### src/rtl/l1c_mem_responder_if.sv
// Cache-side and memory-side buses of the L1 cache-to-memory responder.
// Latency: n/a (signal bundles only).
// Backpressure: cwait on the cache bus, mem_gnt on the memory bus.
//
// l1c_cache_if: creq/caddr/cwrite/cin/ctype from the cache, cout/cwait back.
// l1c_mem_if  : mem_req/we/addr/wdata/wstrb to memory, mem_gnt/rvalid/rdata back.

interface l1c_cache_if #(
    parameter int ADDR_W = 32,
    parameter int DATA_W = 32
);
    logic              creq;
    logic [ADDR_W-1:0] caddr;
    logic              cwrite;
    logic [DATA_W-1:0] cin;
    logic [2:0]        ctype;
    logic [DATA_W-1:0] cout;
    logic              cwait;

    modport master (output creq, caddr, cwrite, cin, ctype, input cout, cwait);
    modport slave  (input creq, caddr, cwrite, cin, ctype, output cout, cwait);
endinterface

interface l1c_mem_if #(
    parameter int ADDR_W = 32,
    parameter int DATA_W = 32
);
    logic              mem_req;
    logic              mem_we;
    logic [ADDR_W-1:0] mem_addr;
    logic [DATA_W-1:0] mem_wdata;
    logic [3:0]        mem_wstrb;
    logic              mem_gnt;
    logic              mem_rvalid;
    logic [DATA_W-1:0] mem_rdata;

    modport master (output mem_req, mem_we, mem_addr, mem_wdata, mem_wstrb,
                    input mem_gnt, mem_rvalid, mem_rdata);
    modport slave  (input mem_req, mem_we, mem_addr, mem_wdata, mem_wstrb,
                    output mem_gnt, mem_rvalid, mem_rdata);
endinterface

### src/rtl/l1c_mem_responder.sv
// Memory-side responder: 4-word line refills (up to 4 reads in flight, delivered in
// order) and byte-masked write-through stores onto a pipelined req/gnt word memory.
// Latency: refill word0 earliest 3 cycles after creq; store acked the cycle after gnt.
// Backpressure: cwait holds the cache; mem_gnt stalls issue; returns are buffered.
//
// Ports: clk, rst (async, active-high); cache = l1c_cache_if.slave; mem = l1c_mem_if.master.

module l1c_mem_responder #(
    parameter int LINE_WORDS = 4,
    parameter int ADDR_W     = 32,
    parameter int DATA_W     = 32
) (
    input  logic        clk,
    input  logic        rst,
    l1c_cache_if.slave  cache,
    l1c_mem_if.master   mem
);
    localparam logic [1:0] S_IDLE   = 2'd0;
    localparam logic [1:0] S_RD     = 2'd1;
    localparam logic [1:0] S_WR     = 2'd2;
    localparam logic [1:0] S_WR_ACK = 2'd3;

    localparam logic [2:0] CT_BYTE    = 3'd0;
    localparam logic [2:0] CT_HWORD   = 3'd1;
    localparam logic [2:0] CT_WORD    = 3'd2;
    localparam logic [2:0] CT_BYTE_U  = 3'd3;
    localparam logic [2:0] CT_HWORD_U = 3'd4;

    localparam logic [2:0] LINE_CNT  = 3'(LINE_WORDS);
    localparam logic [1:0] LAST_WORD = 2'(LINE_WORDS - 1);

    logic [1:0]        state;
    logic [ADDR_W-1:0] base;
    logic [2:0]        iss_cnt;
    logic [2:0]        ret_cnt;
    logic [1:0]        dlv_cnt;
    logic [3:0]        vld;
    logic [3:0]        vld_next;
    logic [DATA_W-1:0] line_buf [0:3];
    logic              abort;

    logic              rd_active;
    logic              aborting;
    logic              issuing;
    logic              ret_fire;
    logic              deliver;
    logic [2:0]        outstanding;
    logic              drain_done;
    logic [3:0]        st_strb;
    logic [DATA_W-1:0] st_data;

    // Once creq drops in RD the refill is dead for good, even if creq rises again
    // before the outstanding reads have drained.
    assign rd_active   = (state == S_RD);
    assign aborting    = rd_active & (abort | ~cache.creq);
    assign issuing     = rd_active & ~aborting & (iss_cnt != LINE_CNT);
    assign outstanding = iss_cnt - ret_cnt;
    // Returns are only accepted against reads we actually issued.
    assign ret_fire    = rd_active & mem.mem_rvalid & (outstanding != 3'd0);
    assign deliver     = rd_active & ~aborting & vld[dlv_cnt];
    assign drain_done  = aborting & ((outstanding == 3'd0) ||
                                     ((outstanding == 3'd1) && ret_fire));

    // Clear before set: the return slot and the delivery slot never coincide
    // within one line, so the order only matters for readability.
    always_comb begin
        vld_next = vld;
        if (deliver)  vld_next[dlv_cnt] = 1'b0;
        if (ret_fire) vld_next[ret_cnt[1:0]] = 1'b1;
    end

    always_comb begin
        st_strb = 4'h0;
        st_data = cache.cin;
        case (cache.ctype)
            CT_BYTE, CT_BYTE_U: begin
                st_strb = 4'b0001 << cache.caddr[1:0];
                st_data = {4{cache.cin[7:0]}};
            end
            CT_HWORD, CT_HWORD_U: begin
                st_strb = 4'b0011 << {cache.caddr[1], 1'b0};
                st_data = {2{cache.cin[15:0]}};
            end
            CT_WORD: begin
                st_strb = 4'hF;
                st_data = cache.cin;
            end
            default: begin
                st_strb = 4'h0;
                st_data = cache.cin;
            end
        endcase
    end

    always_ff @(posedge clk or posedge rst) begin
        if (rst) begin
            state   <= S_IDLE;
            base    <= '0;
            iss_cnt <= '0;
            ret_cnt <= '0;
            dlv_cnt <= '0;
            vld     <= '0;
            abort   <= 1'b0;
            for (int i = 0; i < 4; i++) line_buf[i] <= '0;
        end else begin
            case (state)
                S_IDLE: begin
                    iss_cnt <= '0;
                    ret_cnt <= '0;
                    dlv_cnt <= '0;
                    vld     <= '0;
                    abort   <= 1'b0;
                    if (cache.creq) begin
                        state <= cache.cwrite ? S_WR : S_RD;
                        base  <= {cache.caddr[ADDR_W-1:4], 4'b0000};
                    end
                end
                S_RD: begin
                    if (issuing && mem.mem_gnt) iss_cnt <= iss_cnt + 3'd1;
                    if (ret_fire) begin
                        line_buf[ret_cnt[1:0]] <= mem.mem_rdata;
                        ret_cnt                <= ret_cnt + 3'd1;
                    end
                    vld <= vld_next;
                    if (deliver) dlv_cnt <= dlv_cnt + 2'd1;
                    if (!cache.creq) abort <= 1'b1;
                    if ((deliver && (dlv_cnt == LAST_WORD)) || drain_done)
                        state <= S_IDLE;
                end
                S_WR: begin
                    if (mem.mem_gnt) state <= S_WR_ACK;
                end
                S_WR_ACK: state <= S_IDLE;
                default:  state <= S_IDLE;
            endcase
        end
    end

    // Outputs are forced low while rst is high so the reset is visible in the
    // same cycle it is asserted, even though creq may still be held.
    always_comb begin
        cache.cout     = '0;
        cache.cwait    = 1'b0;
        mem.mem_req    = 1'b0;
        mem.mem_we     = 1'b0;
        mem.mem_addr   = '0;
        mem.mem_wdata  = '0;
        mem.mem_wstrb  = 4'h0;
        case (state)
            S_IDLE: cache.cwait = cache.creq;
            S_RD: begin
                cache.cwait = ~aborting & ~deliver;
                if (deliver) cache.cout = line_buf[dlv_cnt];
                mem.mem_req = issuing;
                if (issuing) mem.mem_addr = {base[ADDR_W-1:4], iss_cnt[1:0], 2'b00};
            end
            S_WR: begin
                cache.cwait   = 1'b1;
                mem.mem_req   = 1'b1;
                mem.mem_we    = 1'b1;
                mem.mem_addr  = {cache.caddr[ADDR_W-1:2], 2'b00};
                mem.mem_wdata = st_data;
                mem.mem_wstrb = st_strb;
            end
            default: cache.cwait = 1'b0;
        endcase
        if (rst) begin
            cache.cout    = '0;
            cache.cwait   = 1'b0;
            mem.mem_req   = 1'b0;
            mem.mem_we    = 1'b0;
            mem.mem_addr  = '0;
            mem.mem_wdata = '0;
            mem.mem_wstrb = 4'h0;
        end
    end
endmodule

### src/flat_wrapper.sv
// flat-port wrapper written by rule: the top's interface ports become plain ports
module l1c_mem_responder_flat 
#(
    parameter int LINE_WORDS = 4,
    parameter int ADDR_W     = 32,
    parameter int DATA_W     = 32
)
  (clk, rst, cache_creq, cache_caddr, cache_cwrite, cache_cin, cache_ctype, cache_cout, cache_cwait, mem_mem_req, mem_mem_we, mem_mem_addr, mem_mem_wdata, mem_mem_wstrb, mem_mem_gnt, mem_mem_rvalid, mem_mem_rdata);
  l1c_cache_if #(.ADDR_W(ADDR_W), .DATA_W(DATA_W)) cache_i ();
  l1c_mem_if #(.ADDR_W(ADDR_W), .DATA_W(DATA_W)) mem_i ();
  input  logic clk;
  input  logic rst;
  input wire logic [$bits(cache_i.creq)-1:0] cache_creq;
  input wire logic [$bits(cache_i.caddr)-1:0] cache_caddr;
  input wire logic [$bits(cache_i.cwrite)-1:0] cache_cwrite;
  input wire logic [$bits(cache_i.cin)-1:0] cache_cin;
  input wire logic [$bits(cache_i.ctype)-1:0] cache_ctype;
  output wire logic [$bits(cache_i.cout)-1:0] cache_cout;
  output wire logic [$bits(cache_i.cwait)-1:0] cache_cwait;
  output wire logic [$bits(mem_i.mem_req)-1:0] mem_mem_req;
  output wire logic [$bits(mem_i.mem_we)-1:0] mem_mem_we;
  output wire logic [$bits(mem_i.mem_addr)-1:0] mem_mem_addr;
  output wire logic [$bits(mem_i.mem_wdata)-1:0] mem_mem_wdata;
  output wire logic [$bits(mem_i.mem_wstrb)-1:0] mem_mem_wstrb;
  input wire logic [$bits(mem_i.mem_gnt)-1:0] mem_mem_gnt;
  input wire logic [$bits(mem_i.mem_rvalid)-1:0] mem_mem_rvalid;
  input wire logic [$bits(mem_i.mem_rdata)-1:0] mem_mem_rdata;
  assign cache_i.creq = cache_creq;
  assign cache_i.caddr = cache_caddr;
  assign cache_i.cwrite = cache_cwrite;
  assign cache_i.cin = cache_cin;
  assign cache_i.ctype = cache_ctype;
  assign cache_cout = cache_i.cout;
  assign cache_cwait = cache_i.cwait;
  assign mem_mem_req = mem_i.mem_req;
  assign mem_mem_we = mem_i.mem_we;
  assign mem_mem_addr = mem_i.mem_addr;
  assign mem_mem_wdata = mem_i.mem_wdata;
  assign mem_mem_wstrb = mem_i.mem_wstrb;
  assign mem_i.mem_gnt = mem_mem_gnt;
  assign mem_i.mem_rvalid = mem_mem_rvalid;
  assign mem_i.mem_rdata = mem_mem_rdata;
  l1c_mem_responder #(.LINE_WORDS(LINE_WORDS), .ADDR_W(ADDR_W), .DATA_W(DATA_W)) u_core (.clk(clk), .rst(rst), .cache(cache_i), .mem(mem_i));
endmodule
### config.mk
export PLATFORM = sky130hd
export DESIGN_NAME = l1c_mem_responder_flat
export DESIGN_NICKNAME = d
export VERILOG_FILES = /design/src/rtl/l1c_mem_responder_if.sv /design/src/rtl/l1c_mem_responder.sv /design/src/flat_wrapper.sv
export SDC_FILE = /design/constraint.sdc
export NUM_CORES = 1
export LEC_CHECK = 0
export CAP_MARGIN = 20
export CELL_PAD_IN_SITES_DETAIL_PLACEMENT = 1
export CELL_PAD_IN_SITES_GLOBAL_PLACEMENT = 1
export CORE_MARGIN = 2
export CORE_UTILIZATION = 46
export DETAILED_ROUTE_END_ITERATION = 16
export DONT_BUFFER_PORTS = 1
export PLACE_DENSITY = 0.73
export SLEW_MARGIN = 20
export SYNTH_ARGS = -nofsm -noshare
export SYNTH_HDL_FRONTEND = slang
export SYNTH_SLANG_ARGS = --single-unit
### constraint.sdc
create_clock -name clk -period 7.3 [get_ports clk]
set_input_delay 0.73 -clock clk [delete_from_list [all_inputs] [get_ports clk]]
set_output_delay 0.73 -clock clk [all_outputs]
set_load 0.1 [all_outputs]
; Word-level counts from Yosys, hierarchy flattened
; Index checks and enable logic that the tools add are counted.
[totals]
elab_cells = 126
regBits = 171
out_inout_bits = 103
inputBits = 105
[classes]
order_cmp = 7
shift = 2
bitwise = 17
n_reduce_logical = 22
add_sub_neg = 4
muxes = 46
n_eq_ne = 17
[op_table]
columns = op, count
row1 = $mux 32, 10
row2 = $bwmux 128, 1
row3 = $pmux 32 s2, 2
row4 = $bmux 32 s2, 1
row5 = $demux 32 s2, 1
row6 = $mux 4, 4
row7 = $ne 2x2->1 const B, 7
row8 = $pmux 3 s2, 2
row9 = $pmux 4 s3, 1
row10 = $reduce_and 2->1, 6
row11 = $mux 2, 5
row12 = $and 1x1->1, 8
row13 = $mux 1, 8
row14 = $pmux 2 s4, 1
row15 = $pmux 4 s2, 1
row16 = $add 3x1->3 const B, 2
row17 = $eq 2x2->1 const B, 3
row18 = $eq 3x1->1 const B, 2
row19 = $eq 3x2->1 const B, 2
row20 = $ge 3x3->1 const B, 2
row21 = $logic_and 1x1->1, 6
row22 = $logic_not 3->1, 2
row23 = $lt 2x3->1 const B, 2
row24 = $mux 3, 2
row25 = 26 further kinds, 34

; Logic depth before layout (Yosys ltp)
; Gate-level depths: netlist of run 1.
[depth]
depth_word = 10
ltp_mapped = 9

; Worst setup path before layout of run 1
; No wires, ideal clock.
[synth_path]
path_kind = in2out
from = in rst
to = out cache_cout[22]
t_required_ps = 6570
setup_slack_ps = -731
t_arrival_ps = 7301
path_stages = 3
n_path_buf = 1
cell_sequence = inv_1 > clkbuf_1 > and3_1
[synth_via]
elab_chain_cells = 1
[synth_lines]
columns = element, line
row1 = start: declaration, flat_wrapper.sv:12  ; input logic rst;
row2 = $mux 32, l1c_mem_responder.sv:167  ; if (rst) begin
row3 = end: declaration, flat_wrapper.sv:18  ; output wire logic [$bits(cache_i.cout)-1:0] cache_cout;
; Every way passes these cells.

; Final worst setup path of run 1
[layout_path]
from = reg u_core.state[0]
to = out mem_mem_wdata[31]
[layout_via]
elab_chain_cells = 3
[layout_lines]
columns = element, line
row1 = start: declaration, l1c_mem_responder.sv:32  ; logic [1:0] state;
row2 = start signal: assignment, l1c_mem_responder.sv:114  ; state <= cache.cwrite ? S_WR : S_RD;
row3 = $eq 2x2->1, l1c_mem_responder.sv:149  ; case (state)
row4 = $mux 32, l1c_mem_responder.sv:149
row5 = $mux 32, l1c_mem_responder.sv:167
row6 = end: declaration, flat_wrapper.sv:23  ; output wire logic [$bits(mem_i.mem_wdata)-1:0] mem_mem_wdata;
; Every way passes these cells.

==> results by group, run 1 <==
STA
  – Slew Limit Headroom: 20.9%
  – Max Fclk: 203 MHz
  – Final setup fails: 0
  – Final min period: 4920 ps
  – RSZ-0062 raised after global routing: false
  – Fin. max-slew vios: 0
  – Slew @ Worst Pin: between 1000 and 1500 ps
  – Clock skew: 9.60 ps
  – Period utilisation layout: 67.4%
  – Final Hold Viols: 0
  – Setup TNS: 0 ps

CTS
  – Hold buffer count at CTS: 0
  – Clk slew on worst S/H paths: ~70 ps
  – CTS tree: done
  – # Post-CTS Setup Buffers: 0
  – Post_cts resized: 0
  – Clk sinks: ~170
  – Num CTS Buffers: 17
  – Deepest level of the CTS H-tree: 4
  – Skew-Pair Late Insertion Delay: 430 ps
  – CTS max path bufs: 2
  – Clk root buf: clkbuf_16

Critical path
  – Maximum fanout along the worst path: 35
  – Stages on the worst setup path: 7
  – WP data arrival: 4190 ps
  – CP most frequent cell: inv_1
  – Worst Path Required: 6570 ps
  – R2R cell count: 8
  – WS Path Type: flip-flop to output port
  – Crit path largest cell delay: 880 ps
  – Critical path launch point type: flip-flop
  – CP Buf/Inv Count: 3
  – Crit-path slowest cell: nor2_2
  – Worst setup EP type: output port
  – Family with the most delay on the worst path: simple AND/OR/NAND/NOR gates
  – Crit-path cells: inv_1 > ha_2 > nand2_1 > inv_1 > buf_4 > o221ai_1 > nor2_2

Detailed routing
  – Wire per inst: 22.7 um
  – Initial drt markers: 190
  – 1st-pass router iterations: 4
  – Vias per std cell: 5.90
  – Via count: between 5000 and 6000
  – ANT nets after route: 0
  – Total Routed Length: 21900 um
  – Residual DRC count: 0

Pwr
  – Switch share: 37.7%
  – Cell Pwr Density: 412 mW/mm^2
  – Power share of the sequential group: 35.6%
  – Internal power: 2.62 mW
  – VDD IR max: between 0.2 and 0.25 mV
  – Clk network pwr share: 23.2%
  – Switch Pwr: 1.59 mW
  – Comb power frac: 41.3%
  – Pleak: 4.57 nW

Min path
  – Hold Path Class: primary input to async pin

Synthesis
  – Post-synth EDFFs: 0
  – Asr flop ratio synth: 100%
  – Post-Syn Instances: 710
  – Distinct cell type count after synthesis: 43
  – Seq/Total Area, Yosys: 46.2%
  – Mean Syn Cell Area: 13.0 sq um
  – Ys flop type: dfrtp_1
  – Cell Area, Synth: 0.00926 sq mm
  – FF+latch count, synth: 171
  – Synth Warn #: 0

Final layout
  – Most frequent cells in the layout: dfrtp_1, mux2_4, mux2_2
  – Share of layout cells above drive strength 1: 44.2%
  – Leading cell type in the layout, fill and taps excluded: dfrtp_1
  – Area Overhead vs Synth: 10.3%
  – Nets: 806
  – Post-route cell area: around 0.010 sq mm
  – Diodes inserted: 0
  – Fillers: 1953

Run status
  – Status: complete, no violations

GRT
  – Initial antenna violation count: 0
  – Global-route wire length before repair: roughly 36000 um
  – Largest net degree at the start of global routing: 92
  – Grt total ovfl: 0
  – Total GRT Usage: 20.9%
  – Vias in the first global route: 6511

Die
  – Site row count: 51
  – DIE AREA: 0.0213 sq mm
  – Die X: 146 um
  – Num ports: 208
  – Initial Util: between 40% and 50%
  – Core Area: 0.0196 sq mm
  – Die Y: 146 um

Placed design
  – GPL Wtd Cong: 0.754
  – # port buffers: 0
  – Detailed placer's ending HPWL: 14200 um
  – Area post-placement: 0.00958 sq mm

Flow run
  – Maxcap violations: 0
-- synthesized netlist by cell type, types with 2 or more instances --
library cell | number | area share, %
a21oi_1 | 7 | 0.38
o221ai_1 | 8 | 0.76
a2bb2oi_1 | 8 | 0.76
a31o_2 | 3 | 0.28
mux2_2 | 70 | 8.5
ha_1 | 15 | 2.0
and3_1 | 32 | 2.2
and2_1 | 13 | 0.88
inv_1 | 14 | 0.57
mux2_4 | 87 | 14
nand2b_1 | 5 | 0.34
buf_4 | 2 | 0.16
a22oi_1 | 30 | 2.4
clkbuf_1 | 28 | 1.1
mux2i_1 | 20 | 2.2
o21ai_0 | 10 | 0.54
buf_2 | 11 | 0.59
dfrtp_1 | 171 | 46
buf_6 | 12 | 1.5
nand2_1 | 19 | 0.77
nor2_1 | 80 | 3.2
buf_1 | 4 | 0.16
nand3_1 | 8 | 0.43
mux4_2 | 33 | 8.0
xor2_1 | 2 | 0.19
-- cell type report --
cell class / instances / area (sq um) / share of cell area (%)
well taps: 265 / 332 / 3.24
repair buffers: 12 / 105 / 1.03
clock buffers: 19 / 443 / 4.33
flip-flops and latches: 171 / 4280 / 41.9
inverters: 14 / 57.6 / 0.563
multi-input cells: 469 / 4820 / 47.1
clock inverters: 12 / 186 / 1.82
-- stage by stage --
step	power (mW)	hold slack [ps]	setup slack (ps)	instances	utilization [%]
global placement	3.15	481	2540	929	48.7
global route	4.42	155	2140	962	52.2
CTS	4.25	136	1920	962	52.1
floorplan	2.93	462	2200	711	-
finish	4.21	141	2380	962	52.2
detailed placement	3.24	491	2390	931	48.9
-- sequential cells by signal, indices dropped and copies added, names as in the netlist --
register	cells
u_core.dlv_cnt	2
u_core.state	2
u_core.vld	4
u_core.line_buf	128
u_core.iss_cnt	3
u_core.base	28
u_core.abort	1
u_core.ret_cnt	3
-- cells by family (layout without fill, tap and decap cells) --
logic type	after synthesis	count (layout)	share of synthesized area [%]
muxes	210	210	32.8
other	1	2	0.0405
and+or+nand+nor	162	162	8.17
DFF	171	171	46.2
adders and majority gates	16	16	2.24
buffers and inverters	71	57	4.08
AOI/OAI and AO/OA	75	75	5.94
xor gates and xnor gates	4	4	0.540
-- final timing paths --
| kind | slack, ps | from | to |
|---|---|---|---|
| min in group clk | 430 | mem_mem_gnt | u_core.iss_cnt[1]$_DFFE_PP0P_ |
| min reg2reg | 500 | u_core.line_buf[21]$_DFFE_PP0P_ | u_core.line_buf[21]$_DFFE_PP0P_ |
| min | 140 | rst | u_core.base[8]$_DFFE_PP0P_ |
| max in group asynchronous | 4910 | rst | u_core.dlv_cnt[0]$_DFFE_PP0P_ |
| max | 2380 | u_core.state[0]$_DFFE_PP0P_ | mem_mem_wdata[31] |
| max reg2reg | 3940 | u_core.iss_cnt[0]$_DFFE_PP0P_ | u_core.line_buf[125]$_DFFE_PP0P_ |
-- worst reg2reg max path, delay by kind of cell, from the launching register on --
kind                       cells  cell delay, ps
DFF                            1             440
adders and majority gates      2             700
buffers and inverters          2             560
xor gates and xnor gates       1             360
and+or+nand+nor                1             570
muxes                          1             400
AOI/OAI and AO/OA              1             220
-- power by group through the flow --
stage / clock, mW / combinational [mW] / sequential, mW
finish: 0.975 / 1.74 / 1.50
global route: 1.04 / 1.85 / 1.54
CTS: 1.00 / 1.75 / 1.50
detailed placement: 0 / 1.74 / 1.50
global placement: 0 / 1.69 / 1.46
floorplan: 0 / 1.51 / 1.42
-- routing by layer --
layer,routed length [um],vias to the layer above,global-route usage (%)
li1,-,2506,-
met1,8910,3013,24.4
met2,11600,130,37.8
met3,1100,22,5.61
met4,277,0,5.98
met5,0,-,0
No activity file was read; power rests on OpenSTA's default activity.
==> run 2: changes to the inputs <==
--- a/config.mk
+++ b/config.mk
@@ -5,11 +5,12 @@
 export SDC_FILE = /design/constraint.sdc
 export NUM_CORES = 1
 export LEC_CHECK = 0
+export ABC_AREA = 1
 export CAP_MARGIN = 20
 export CELL_PAD_IN_SITES_DETAIL_PLACEMENT = 1
 export CELL_PAD_IN_SITES_GLOBAL_PLACEMENT = 1
 export CORE_MARGIN = 2
-export CORE_UTILIZATION = 46
+export CORE_UTILIZATION = 42
 export DETAILED_ROUTE_END_ITERATION = 16
 export DONT_BUFFER_PORTS = 1
 export PLACE_DENSITY = 0.73
==> constraint.sdc (replaced) <==
create_clock -name clk -period 4.5 [get_ports clk]
set_input_delay 0.45 -clock clk [delete_from_list [all_inputs] [get_ports clk]]
set_output_delay 0.45 -clock clk [all_outputs]
set_load 0.1 [all_outputs]
==> run 2 against run 1 <==
  * Synthesized cell count up 63%
  * Register-to-register slack worse by 2600 ps
  * Die area up 8.2%
  * Area after synthesis down 1.0%
  * Clock skew up 4.3 ps
  * First-iteration DRC count up 63%
  * Sequential cell count unchanged
  * Total power up 43%
  * Worst hold slack worse by 17 ps
  * Clock power up 53%
  * Setup slack worse by 1600 ps
  * Utilization down 1.3 points
  * Critical path type unchanged
  * Highest routed layer unchanged
==> results by group, run 2 <==
CTS
  – CTS tree: done
  – Clk root buf: clkbuf_16
  – CTS max path bufs: 2
  – Hold buffer count at CTS: 0
  – Post_cts resized: 0
  – Deepest level of the CTS H-tree: 4
  – # Post-CTS Setup Buffers: 0
  – Num CTS Buffers: 17
  – Clk sinks: 171
  – Skew-Pair Late Insertion Delay: 430 ps
  – Clk slew on worst S/H paths: ~70 ps

Synthesis
  – Post-Syn Instances: 1154
  – Cell taking the most area after synthesis: dfrtp_1
  – Ys flop type: dfrtp_1
  – Seq/Total Area, Yosys: 46.7%
  – Top cell type's share of synthesized area: 46.7%
  – FF+latch count, synth: approximately 170
  – Most frequent cell after synthesis: nand2_1
  – Asr flop ratio synth: 100%
  – Top post-synthesis cells by count: nand2_1, dfrtp_1, a21oi_1
  – Synth Warn #: 0
  – Mean Syn Cell Area: 7.95 sq um
  – Distinct cell type count after synthesis: 36
  – Post-synth EDFFs: 0
  – Cell Area, Synth: 0.00917 sq mm
  – Synth top area cells: dfrtp_1, nand2_1, a21oi_1

STA
  – Slew @ Worst Pin: 983 ps
  – Final min period: roughly 3700 ps
  – Slew Limit Headroom: 34.4%
  – RSZ-0062 raised after global routing: false
  – Post-route setup slack: between 700 and 800 ps
  – Fin. max-slew vios: 0
  – Final Hold Viols: 0
  – Hold WS: 124 ps
  – Clock skew: around 14 ps
  – Max Fclk: 267 MHz
  – Period utilisation layout: ~83%
  – Final setup fails: 0

GRT
  – Global-route wire length before repair: roughly 42000 um
  – Largest net degree at the start of global routing: 71
  – Total GRT Usage: 22.9%
  – Initial antenna violation count: 0
  – Vias in the first global route: 8320
  – Grt total ovfl: 0

Run status
  – Status: complete, no violations

Detailed routing
  – Top layer reached by signal wires: met4
  – Met2 Routed Length: 12900 um
  – Residual DRC count: 0
  – Met3 Wirelength: 1060 um
  – Vias per std cell: 5.27
  – Via count: 7927
  – M1 WL: 11300 um
  – Total Routed Length: between 20000 and 30000 um
  – Initial drt markers: 310
  – ANT nets after route: 0
  – 1st-pass router iterations: 4
  – Wire per inst: 16.9 um

Critical path
  – Critical path launch point type: flip-flop
  – CP most frequent cell: inv_1
  – Crit-path cells: inv_1 > ha_1 > buf_4 > inv_1 > nor2_4 > buf_4 > inv_1 > nor2_2 > a21oi_1 > nor2_2 > buf_12
  – Crit-path slowest cell: dfrtp_1
  – R2R Setup Slk: 1380 ps
  – WS Path Type: flip-flop to output port
  – WP data arrival: about 3300 ps
  – Stages on the worst setup path: 11
  – CP Buf/Inv Count: 6
  – Worst Path Required: 4050 ps
  – R2R cell count: 12
  – Family with the most delay on the worst path: buffers and inverters
  – Worst setup EP type: output port
  – Maximum fanout along the worst path: 34
  – RR Startpoint: u_core.iss_cnt[0]$_DFFE_PP0P_
  – Worst R2R End: u_core.line_buf[58]$_DFFE_PP0P_
  – Crit path largest cell delay: ~420 ps

Final layout
  – Register bank with the most flops: u_core.line_buf
  – Reg area: 0.00428 sq mm
  – Biggest regs: u_core.line_buf (128), u_core.base (28), u_core.vld (4)
  – Post-route cell area: 0.0110 sq mm
  – Fillers: roughly 2600
  – Multi-input gate area: 0.00460 sq mm
  – Most frequent cells in the layout: nand2_1, dfrtp_1, buf_4
  – Leading cell type in the layout, fill and taps excluded: nand2_1
  – Max reg flops: 128
  – Fin util: 50.9%
  – Nets: 1331
  – Area Overhead vs Synth: 19.9%
  – Share of layout cells above drive strength 1: 23.0%
  – Diodes inserted: 0

Pwr
  – Pleak: ~5.2 nW
  – Power share of the sequential group: between 30% and 40%
  – Total Power: 6.01 mW
  – Switch Pwr: 2.66 mW
  – Switch share: between 40 and 50%
  – Clk network pwr share: 24.9%
  – Internal power: 3.35 mW
  – VDD IR max: just over 0.3 mV
  – Comb power frac: approximately 39%
  – Cell Pwr Density: 546 mW/mm^2

Die
  – Initial Util: between 40 and 50%
  – Die Y: 152 um
  – Die X: 152 um
  – Num ports: between 200 and 250
  – DIE AREA: ~0.023 sq mm
  – Core Area: 0.0216 sq mm
  – Site row count: 54

Placed design
  – Detailed placer's ending HPWL: 17000 um
  – GPL Wtd Cong: 0.816
  – # port buffers: 0
  – Area post-placement: between 0.01 and 0.015 sq mm
  – DP Worst Slack: around 1200 ps

Min path
  – Hold Path Class: primary input to async pin

Flow run
  – Maxcap violations: 0
## run 2: cell count changes in the layout (fill, tap and decap cells not counted), sizes merged, moves of 25 or more
cell	delta
nand2	+391
mux2	-157
o21ai	+137
buf	+105
a21oi	+98
inv	+56
nand3	+46
a211oi	+34
mux4	-33
and3	-32
a22oi	-30
nor2	-25
## run 2: power by group through the flow
stage          logic [mW]  clock network (mW)  registers, mW
2_1_floorplan        1.81                   0           2.16
3_3_place_gp         2.26                   0           2.20
3_5_place_dp         2.33                   0           2.22
4_1_cts              2.34                1.54           2.20
5_1_grt              2.56                1.60           2.25
6_report             2.31                1.49           2.20
## run 2: metrics by stage
stage	instances	TNS, ps
final	1503	0
after global placement	1470	0
after global routing	1503	0
after detailed placement	1470	0
after CTS	1502	0
after floorplan	1155	-1290
## run 2: how the worst max path moves through the flow
| stage | start | end |
|---|---|---|
| 6_report | u_core.state[0]$_DFFE_PP0P_ | mem_mem_wdata[15] |
| 5_1_grt | u_core.state[0]$_DFFE_PP0P_ | mem_mem_wdata[15] |
| 4_1_cts | u_core.state[0]$_DFFE_PP0P_ | mem_mem_wdata[15] |
| 3_5_place_dp | u_core.state[0]$_DFFE_PP0P_ | mem_mem_wdata[31] |
| 3_3_place_gp | u_core.state[0]$_DFFE_PP0P_ | mem_mem_wdata[31] |
| 2_1_floorplan | rst | cache_cout[0] |
## run 2: cell type report
type                            instances  area share (%)
Tap cell                              280            3.19
Clock inverter                         15            1.59
Sequential cell                       171            38.9
Inverter                               67            2.32
Timing Repair Buffer                  117            8.28
Multi-Input combinational cell        836            41.8
Clock buffer                           17            3.87
## run 2: metal layers
layer | vias up | global-route usage [%]
met3 | 15 | 4.91
met5 | - | 0
li1 | 3823 | -
met4 | 0 | 5.65
met2 | 158 | 39.9
met1 | 3931 | 29.0
## run 2: cell families after synthesis
logic type	after synthesis	share of synthesized area (%)
AND/OR/NAND/NOR	524	23.2
AO/OA/AOI/OAI	293	19.1
flip-flops	171	46.7
buffers and inverters	148	8.65
adder cells (fa/ha/maj)	16	2.26
XOR/XNOR	1	0.0955
other	1	0.0409
